## src/rtl/if_fetch_ctrl.sv

```systemverilog
// IF-stage fetch sequencer: owns the fetch PC, keeps one SRAM-like fetch in flight, presents inst/PC to ID.
// Optional misaligned-PC trap enabled with `define IF_PC_ALIGN_CHECK_EN.
module if_fetch_ctrl #(
  parameter logic [31:0] RESET_PC = 32'hBFC0_0000
) (
  input  logic        clk_i,
  input  logic        rst_i,
  input  logic        flush_i,
  input  logic [31:0] new_pc_i,
  input  logic        branch_flag_i,
  input  logic [31:0] branch_to_addr_i,
  input  logic        stall_i,
  output logic        inst_req_o,
  output logic [31:0] inst_addr_o,
  input  logic        inst_addr_ok_i,
  input  logic        inst_data_ok_i,
  input  logic [31:0] inst_rdata_i,
  output logic        inst_valid_o,
  output logic [31:0] inst_o,
  output logic [31:0] inst_pc_o,
  output logic        inst_adel_o
);

`ifdef IF_PC_ALIGN_CHECK_EN
  typedef enum logic [1:0] {S_REQ, S_WAIT, S_ERR} state_e;
`else
  typedef enum logic [1:0] {S_REQ, S_WAIT} state_e;
`endif

  state_e      state_q, state_d;
  logic [31:0] fetch_pc_q, fetch_pc_d;
  logic [31:0] inflight_pc_q, inflight_pc_d;
  logic [31:0] br_tgt_q, br_tgt_d;
  logic        br_pend_q, br_pend_d;
  logic        drop_q, drop_d;
  logic        inst_valid_q, inst_valid_d;
  logic [31:0] inst_q, inst_d;
  logic [31:0] inst_pc_q, inst_pc_d;
  logic        req;
`ifdef IF_PC_ALIGN_CHECK_EN
  logic        adel_q, adel_d;
`endif

  always_comb begin
    state_d       = state_q;
    fetch_pc_d    = fetch_pc_q;
    inflight_pc_d = inflight_pc_q;
    br_tgt_d      = br_tgt_q;
    br_pend_d     = br_pend_q;
    drop_d        = drop_q;
    inst_valid_d  = inst_valid_q;
    inst_d        = inst_q;
    inst_pc_d     = inst_pc_q;
    req           = 1'b0;
`ifdef IF_PC_ALIGN_CHECK_EN
    adel_d        = adel_q;
`endif
    if (inst_valid_q && !stall_i) inst_valid_d = 1'b0;

    case (state_q)
      S_REQ: begin
`ifdef IF_PC_ALIGN_CHECK_EN
        if (fetch_pc_q[1:0] != 2'b00) begin
          state_d      = S_ERR;
          inst_valid_d = 1'b1;
          adel_d       = 1'b1;
          inst_d       = 32'h0;
          inst_pc_d    = fetch_pc_q;
        end else
`endif
        begin
          req = !(inst_valid_q && stall_i);
          if (req && inst_addr_ok_i) begin
            // The fetch accepted here is the delay slot of any branch seen now or earlier.
            state_d       = S_WAIT;
            inflight_pc_d = fetch_pc_q;
            fetch_pc_d    = branch_flag_i ? branch_to_addr_i :
                            br_pend_q     ? br_tgt_q : fetch_pc_q + 32'd4;
            br_pend_d     = 1'b0;
          end else if (branch_flag_i) begin
            br_pend_d = 1'b1;
            br_tgt_d  = branch_to_addr_i;
          end
        end
      end
      S_WAIT: begin
        if (branch_flag_i) begin
          br_pend_d = 1'b1;
          br_tgt_d  = branch_to_addr_i;
        end
        if (inst_data_ok_i) begin
          state_d = S_REQ;
          if (drop_q) begin
            drop_d = 1'b0;
          end else begin
            inst_d       = inst_rdata_i;
            inst_pc_d    = inflight_pc_q;
            inst_valid_d = 1'b1;
          end
        end
      end
`ifdef IF_PC_ALIGN_CHECK_EN
      S_ERR: inst_valid_d = 1'b1;
`endif
      default: state_d = S_REQ;
    endcase

    // Flush overrides everything above; a fetch still in flight afterwards is marked for discard.
    if (flush_i) begin
      fetch_pc_d   = new_pc_i;
      br_pend_d    = 1'b0;
      inst_valid_d = 1'b0;
      inst_d       = inst_q;
      inst_pc_d    = inst_pc_q;
`ifdef IF_PC_ALIGN_CHECK_EN
      adel_d       = 1'b0;
`endif
      if (state_d == S_WAIT) begin
        drop_d = 1'b1;
      end else begin
        state_d = S_REQ;
        drop_d  = 1'b0;
      end
    end
  end

  always_ff @(posedge clk_i) begin
    if (rst_i) begin
      state_q       <= S_REQ;
      fetch_pc_q    <= RESET_PC;
      inflight_pc_q <= RESET_PC;
      br_tgt_q      <= 32'h0;
      br_pend_q     <= 1'b0;
      drop_q        <= 1'b0;
      inst_valid_q  <= 1'b0;
      inst_q        <= 32'h0;
      inst_pc_q     <= 32'h0;
    end else begin
      state_q       <= state_d;
      fetch_pc_q    <= fetch_pc_d;
      inflight_pc_q <= inflight_pc_d;
      br_tgt_q      <= br_tgt_d;
      br_pend_q     <= br_pend_d;
      drop_q        <= drop_d;
      inst_valid_q  <= inst_valid_d;
      inst_q        <= inst_d;
      inst_pc_q     <= inst_pc_d;
    end
  end

`ifdef IF_PC_ALIGN_CHECK_EN
  always_ff @(posedge clk_i) begin
    if (rst_i) adel_q <= 1'b0;
    else       adel_q <= adel_d;
  end
  assign inst_adel_o = adel_q;
`else
  assign inst_adel_o = 1'b0;
`endif

  assign inst_req_o   = req && !rst_i;
  assign inst_addr_o  = fetch_pc_q;
  assign inst_valid_o = inst_valid_q;
  assign inst_o       = inst_q;
  assign inst_pc_o    = inst_pc_q;

endmodule

```

## config.mk

```make
export PLATFORM = sky130hd
export DESIGN_NAME = if_fetch_ctrl
export DESIGN_NICKNAME = d
export VERILOG_FILES = /design/src/rtl/if_fetch_ctrl.sv
export SDC_FILE = /design/constraint.sdc
export NUM_CORES = 1
export LEC_CHECK = 0
export BUFFER_PORTS_ARGS = -buffer_cell sky130_fd_sc_hd__buf_2
export CAP_MARGIN = 30
export CORE_ASPECT_RATIO = 0.5
export CORE_UTILIZATION = 45
export CTS_BUF_LIST = sky130_fd_sc_hd__clkbuf_4 sky130_fd_sc_hd__clkbuf_8
export CTS_CLUSTER_SIZE = 16
export DETAILED_ROUTE_END_ITERATION = 16
export PLACE_DENSITY = 0.73
export REMOVE_ABC_BUFFERS = 1
export SLEW_MARGIN = 20
export SYNTH_ARGS = -nofsm -noshare
export SYNTH_HDL_FRONTEND = slang
export SYNTH_SLANG_ARGS = --single-unit
export TNS_END_PERCENT = 20
```

## constraint.sdc

```tcl
create_clock -name clk_i -period 2.5 [get_ports clk_i]
set_input_delay 0.375 -clock clk_i [delete_from_list [all_inputs] [get_ports clk_i]]
set_output_delay 0.375 -clock clk_i [all_outputs]
set_load 0.05 [all_outputs]
```

# [After elaboration in Yosys (flattened, before gate mapping)]
# Cells that the tools add are included.
[op_classes] n_reduce_logical=19 n_addsub=1 mux=25 eq_ne=3 n_bitwise=2
[ops] operator="$mux W32" n=7
[ops] operator="$pmux W32 S2" n=1
[ops] operator="$add A32 B3 Y32 const B" n=1
[ops] operator="$mux W1" n=11
[ops] operator="$reduce_bool A2 Y1" n=5
[ops] operator="$mux W2" n=4
[ops] operator="$reduce_and A2 Y1" n=4
[ops] operator="$eq A2 B1 Y1 const B" n=2
[ops] operator="$logic_and A1 B1 Y1" n=4
[ops] operator="$pmux W2 S2" n=1
[ops] operator="$reduce_and A4 Y1" n=1
[ops] operator="$logic_not A1 Y1" n=3
[ops] operator="$logic_not A2 Y1" n=1
[ops] operator="$ne A2 B2 Y1 const B" n=1
[ops] operator="$not A1 Y1" n=2
[ops] operator="$pmux W1 S2" n=1
[ops] operator="$reduce_or A2 Y1" n=1
[totals] output_inout_bits=99 input_bits=103 register_bits=165 elab_cells=59

# [Depth between registers and ports, before layout]
# Gate-level depths: netlist of the first run.
[logic_depth] depth_word=8 ltp_mapped=8 mapped_depth_nobuf=6

# [Least setup slack after synthesis of the first run]
# OpenSTA, ideal clock, no wires.
[synth_path] path_kind="register -> register" start="register fetch_pc_q[2] (netlist: inst_addr_o[2])" end="register fetch_pc_q[30] (netlist: inst_addr_o[30])" slack_ns=-0.241 t_required_ns=2.430 setup_time_ns=0.070 period_less_slack_ns=2.741 arrival_ns=2.671 path_buffers=1 stages_incl_launch_ff=8 cell_sequence="dfxtp_1 -> ha_1 -> clkbuf_1 -> nand2_1 -> or4_4 -> or4b_1 -> a221o_1 -> a21oi_1"
[synth_via] elab_chain_cells=6
[synth_lines] item="start: declaration" line_no="31" source="logic [31:0] fetch_pc_q, fetch_pc_d;"
[synth_lines] item="start signal: assignment" line_no="140" source="fetch_pc_q <= fetch_pc_d;"
[synth_lines] item="$add A32 B3 Y32" line_no="78" source="br_pend_q ? br_tgt_q : fetch_pc_q + 32'd4;"
[synth_lines] item="$mux W32" line_no="78"
[synth_lines] item="$mux W32" line_no="77" source="fetch_pc_d = branch_flag_i ? branch_to_addr_i :"
[synth_lines] item="$mux W32" line_no="73" source="if (req && inst_addr_ok_i) begin"
[synth_lines] item="$mux W32" line_no="60" source="case (state_q)"
[synth_lines] item="$mux W32" line_no="109" source="if (flush_i) begin"
# No other way between the ends. The select of a mux whose other input is x is not followed.
# A chain may end at the register's enable or synchronous reset.

# [Worst setup path in the final report of the first run]
[layout_path] start="register fetch_pc_q[9] (netlist: inst_addr_o[9])" end="register fetch_pc_q[23] (netlist: inst_addr_o[23])"
# The elaborated chain is that of the path after synthesis.

==> impl_metrics.toml, run 1 <==
[finish]
fin_area_sq_um = 9120
areaGrowthSynthToFinish_pct = 23.6
fill_cells = 1502
drive_gt1_frac = 0.241
nets = 1266
multi_input_area_sq_um = 3740
antenna_cells = 0
fin_cells = 1396
ff_latch_area_sq_um = 3300

[place]
hpwl_um = 16000
place_ws_ns = 0.243
dp.cells = 1364
dpl-instance-area_sq_um = 8730
io_buffers = 200
gp_congestion = 0.894

[flow_run]
cap_viol_max_count = 0

[global_routing]
grt_usage = 0.266
antenna_found_initial = 0
grt_pass1_wl_um = 35300
grt_max_degree = 65
grt_overflow = 0
grt_pass1_vias = 6773

[yosys]
ys_seq_area_frac = 0.447
synth.ff_latch_count = 165
synth-main-ff-cell = "dfxtp_1"
synthCells = 984
syn_area_sq_um = 7380
synthArstFlopShare = 0
syn_area_per_cell_sq_um = 7.50
synth.largest_area_cell = "dfxtp_1"
synth_edf_count = 0
synth_warnings = 0
synth_area_leaders = "dfxtp_1 (45%), nand2_1 (16%), a21oi_1 (10%), clkbuf_1 (3.7%), nand3_1 (1.8%)"
synth_cell_type_count = 58
synth_top_area_frac = 0.447

[worst_setup_path]
worstSetupStartpointType = "flip-flop"
worstPathRequired_ns = 2.84
worstPathMaxFanout = 8
critical_path_class = "flip-flop to flip-flop"
arrival_ns = 2.67
endpoint_kind = "flip-flop"

[floorplan]
initial_core_util = 0.470
die-area_sq_um = 17000
die_y_um = 92.6
rows = 32
core_sq_um = 15700
die_x_um = 183
io_pins = 202

[routing]
dr.pass1.iters = 5
wl_per_cell_um = 16.2
drc = 0
ant_nets = 0
route.final.wire_length_um = 22700
via_per_inst = 5.46
drtIter0Drc = 553
vias = 7622

[sta]
maxSlewHeadroom = 0.466
min_period_ns = 2.32
final-setup-viol-count = 0
skew_ns = 0.0160
hold_viol = 0
drv_slew = 0
fmax_mhz = 430
rsz0062_at_grt = "false"
timing.final.crit_share = 0.930
tightest_slew_ns = 0.790
fin_ws_ns = 0.175

[power_and_ir_drop]
ir_drop_mv = 0.309
p_per_area_nw_per_um2 = 613
p_leak_nw = 3.66
power_w = 0.00559

[clock_tree]
cts_hold_buffers = 0
cts_resized = 0
clk_path_buf_depth = 2
clk_latency_ns = 0.46
post-cts-setup-buffers = 0
clock_sinks = 165
tritoncts = "done"
numCtsBuffers = 17
htreeDepth = 4
clkTransAtPathRegs_ns = 0.11
cts_root_buf = "clkbuf_8"

[min_path]
worstHoldPathType = "input port to flip-flop"

[status]
status = "finished clean"
-- power breakdown --
| part | internal [W] | total (W) | switching (W) |
|---|---|---|---|
| combinational | 0.000287 | 0.000865 | 0.000578 |
| clock | 0.000751 | 0.00192 | 0.00117 |
| sequential | 0.00272 | 0.00280 | 0.0000806 |
| total | 0.00376 | 0.00559 | 0.00183 |
-- metal layers --
layer  up-vias  global-route usage  part of all wire
li1       3730                   -                 -
met5         -                   0                 0
met4         0              0.0806             0.015
met1      3520               0.382              0.47
met2       341               0.405              0.43
met3        31              0.0484             0.084
-- cells in the mapped netlist (6+ instances only) --
cell,instances
buf_2,6
o311a_1,7
and2_1,7
inv_1,8
nand2_1,310
mux2i_1,9
nor3_1,16
nor4_1,10
o21ai_0,23
o22ai_1,6
dfxtp_1,165
clkbuf_1,73
nand3_1,26
o311ai_0,7
o211ai_1,11
a21oi_1,149
or3_1,7
o31ai_1,8
nand2b_1,13
nor2_1,22
xnor2_1,7
nand4_1,6
o21a_1,13
-- kinds of logic (layout without fill, tap and decap cells) --
family / Yosys count / after routing / share of synthesized area
and+or+nand+nor: 444 / 444 / 0.263
AOI/OAI and AO/OA: 260 / 260 / 0.213
DFF: 165 / 165 / 0.447
buffers and inverters: 92 / 282 / 0.0485
xor gates and xnor gates: 12 / 12 / 0.0142
muxes: 9 / 9 / 0.0122
adders and majority gates: 1 / 1 / 0.00169
other: 1 / 2 / 0.000508
-- registers in the layout, indices dropped and copies added (netlist names) --
name           count
br_tgt_q          32
inflight_pc_q     32
inst_addr_o       32
inst_o            32
inst_pc_o         32
state_q            2
br_pend_q          1
drop_q             1
inst_valid_o       1
-- area by class of cell --
class                   instances  share of cell area
multi-input cells             728               0.410
flip-flops and latches        165               0.362
repair buffers                241               0.151
well taps                     221              0.0303
clock buffers                  17              0.0256
clock inverters                15              0.0176
inverters                       9             0.00370
-- placed cells by master (no fill, tap or decap), types with 14 or more instances in the layout --
| master | netlist | final |
|---|---|---|
| dfxtp_1 | 165 | 165 |
| a21oi_1 | 149 | 149 |
| clkbuf_8 | 0 | 17 |
| nand2_1 | 310 | 309 |
| nor2_1 | 22 | 22 |
| nor3_1 | 16 | 14 |
| o21ai_0 | 23 | 23 |
| nand3_1 | 26 | 26 |
| buf_2 | 6 | 199 |
| buf_4 | 1 | 37 |
-- worst paths after layout --
path | cells after the start | end | slack, ns | startpoint
worst max register to register | 5 | inst_addr_o[23] | 0.18 | inst_addr_o[9]
worst max-delay path | 5 | inst_addr_o[23] | 0.18 | inst_addr_o[9]
worst min register to register | 2 | inst_pc_o[23] | 0.45 | inflight_pc_q[23]
worst min-delay path | 3 | inst_o[30] | 0.13 | inst_rdata_i[30]
-- per-stage QoR --
step	util	hold WS [ns]	TNS, ns
after CTS	0.581	0.109	0
after global routing	0.581	0.127	0
final	0.581	0.129	0
after floorplan	-	0.425	-143.30
after global placement	0.556	0.437	0
after detailed placement	0.556	0.442	0
-- worst max-delay path, cell delays in order (launching register included) --
cell and delay, ns:
dfxtp_1 0.53, nand4_1 0.27, or4_1 0.70, o31a_1 0.33
o31ai_1 0.26, o211ai_1 0.13
Power figures use the tool's default switching activity.
==> run 2, diff against run 1 <==
CORE_MARGIN = 3   (was not set)
==> run 2 against run 1 <==
- count of clock-buffer cells in the layout increased by 1
- final cell count increased by 0.21%
- design area increased by 0.26%
- via count increased by 0.52%
- clock skew decreased by 0.00051 ns
- core utilization about the same
- maximum frequency decreased by 0.33%
- register-to-register slack about the same
- worst setup slack got worse by 0.0078 ns
- clock power about the same
- combinational power increased by 0.5%
- critical path depth increased by 1
- highest routed layer unchanged
==> impl_metrics.toml, run 2 (synthesized netlist as in run 1, its figures left out) <==
[power_and_ir_drop]
p_per_area_nw_per_um2 = 614
p_leak_nw = 3.67
power_w = 0.00562
ir_drop_mv = 0.339

[routing]
via_per_inst = 5.48
dr.pass1.iters = 5
drc = 0
ant_nets = 0
drtIter0Drc = 802
route.final.wire_length_um = 23400
wl_per_cell_um = 16.7
vias = 7662

[worst_setup_path]
rr_worst_depth = 6
critical_path_class = "flip-flop to flip-flop"
worstSetupStartpointType = "flip-flop"
worstPathRequired_ns = 2.87
worstPathMaxFanout = 7
arrival_ns = 2.71
endpoint_kind = "flip-flop"
worst-r2r-setup-slack_ns = 0.17

[sta]
drv_slew = 0
rsz0062_at_grt = "false"
tightest_slew_ns = 0.870
fmax_mhz = 429
maxSlewHeadroom = 0.412
hold_slack_ns = 0.147
skew_ns = 0.0155
final-setup-viol-count = 0
tns_ns = 0
min_period_ns = 2.33
hold_viol = 0
timing.final.crit_share = 0.933

[finish]
antenna_cells = 0
areaGrowthSynthToFinish_pct = 23.9
most-common-layout-cells = "nand2_1 (309), buf_2 (199), dfxtp_1 (165)"
fin_cells = 1399
fill_cells = 1517
multi_input_area_sq_um = 3740
nets = 1269
drive_gt1_frac = 0.243
ff_latch_area_sq_um = 3300
layout_commonest_cell = "nand2_1"

[clock_tree]
htreeDepth = 4
clkTransAtPathRegs_ns = 0.11
cts_resized = 0
clk_path_buf_depth = 2
numCtsBuffers = 17
cts_hold_buffers = 0
post-cts-setup-buffers = 0
clock_sinks = 165
clk_latency_ns = 0.45
tritoncts = "done"
cts_root_buf = "clkbuf_8"

[place]
hpwl_um = 16500
dp.cells = 1367
gp_congestion = 0.913
io_buffers = 200

[global_routing]
grt_usage = 0.247
antenna_found_initial = 0
grt_pass1_wl_um = 35800
grt_overflow = 0
grt.met2_usage = 0.387
grtUsageMet3 = 0.0461
grt_max_degree = 73
busiest_layer = "met2"
grt_pass1_vias = 6719
met1_usage = 0.356

[floorplan]
die_x_um = 187
die-area_sq_um = 18100
die_y_um = 96.6
initial_core_util = 0.469
rows = 32
core_sq_um = 15700
io_pins = 202

[status]
status = "finished clean"

[min_path]
worstHoldPathType = "input port to flip-flop"
hold_path_depth = 3

[flow_run]
cap_viol_max_count = 0
run 2: final timing paths:
check,endpoint,startpoint
worst max-delay path,inst_addr_o[30],inst_addr_o[3]
worst min-delay path,inst_o[4],inst_rdata_i[4]
worst max register to register,inst_addr_o[30],inst_addr_o[3]
worst min register to register,inst_pc_o[22],inflight_pc_q[22]
run 2: layout make-up:
type / count / area share
multi-input cells: 728 / 0.409
flip-flops and latches: 165 / 0.361
clock inverters: 14 / 0.0175
well taps: 221 / 0.0302
inverters: 9 / 0.00369
repair buffers: 244 / 0.151
clock buffers: 18 / 0.0271
run 2: stage by stage:
step                      worst slack (ns)   util  instance area [sq um]
after floorplan                      -1.56      -                   7060
after global placement               0.313  0.555                   8740
after detailed placement             0.238  0.555                   8740
after CTS                            0.198  0.581                   9150
after global routing                0.0468  0.581                   9150
final                                0.167  0.581                   9150
run 2: power by group:
part | internal [W] | switching, W
sequential | 0.00272 | 0.0000837
clock | 0.000782 | 0.00116
combinational | 0.000288 | 0.000582
total | 0.00379 | 0.00183
run 2: metal layers:
layer	vias to the layer above	share of wire
met1	3511	0.46
li1	3745	-
met3	37	0.093
met2	369	0.44
met4	0	0.011
met5	-	0
run 2: worst max-delay path, stage by stage, from the launching register on:
cell     delay (ns)
dfxtp_1        0.47
ha_1           0.23
nand2_1        0.09
or4_4          0.51
or4b_1         0.49
a221o_1        0.33
a21oi_1        0.14
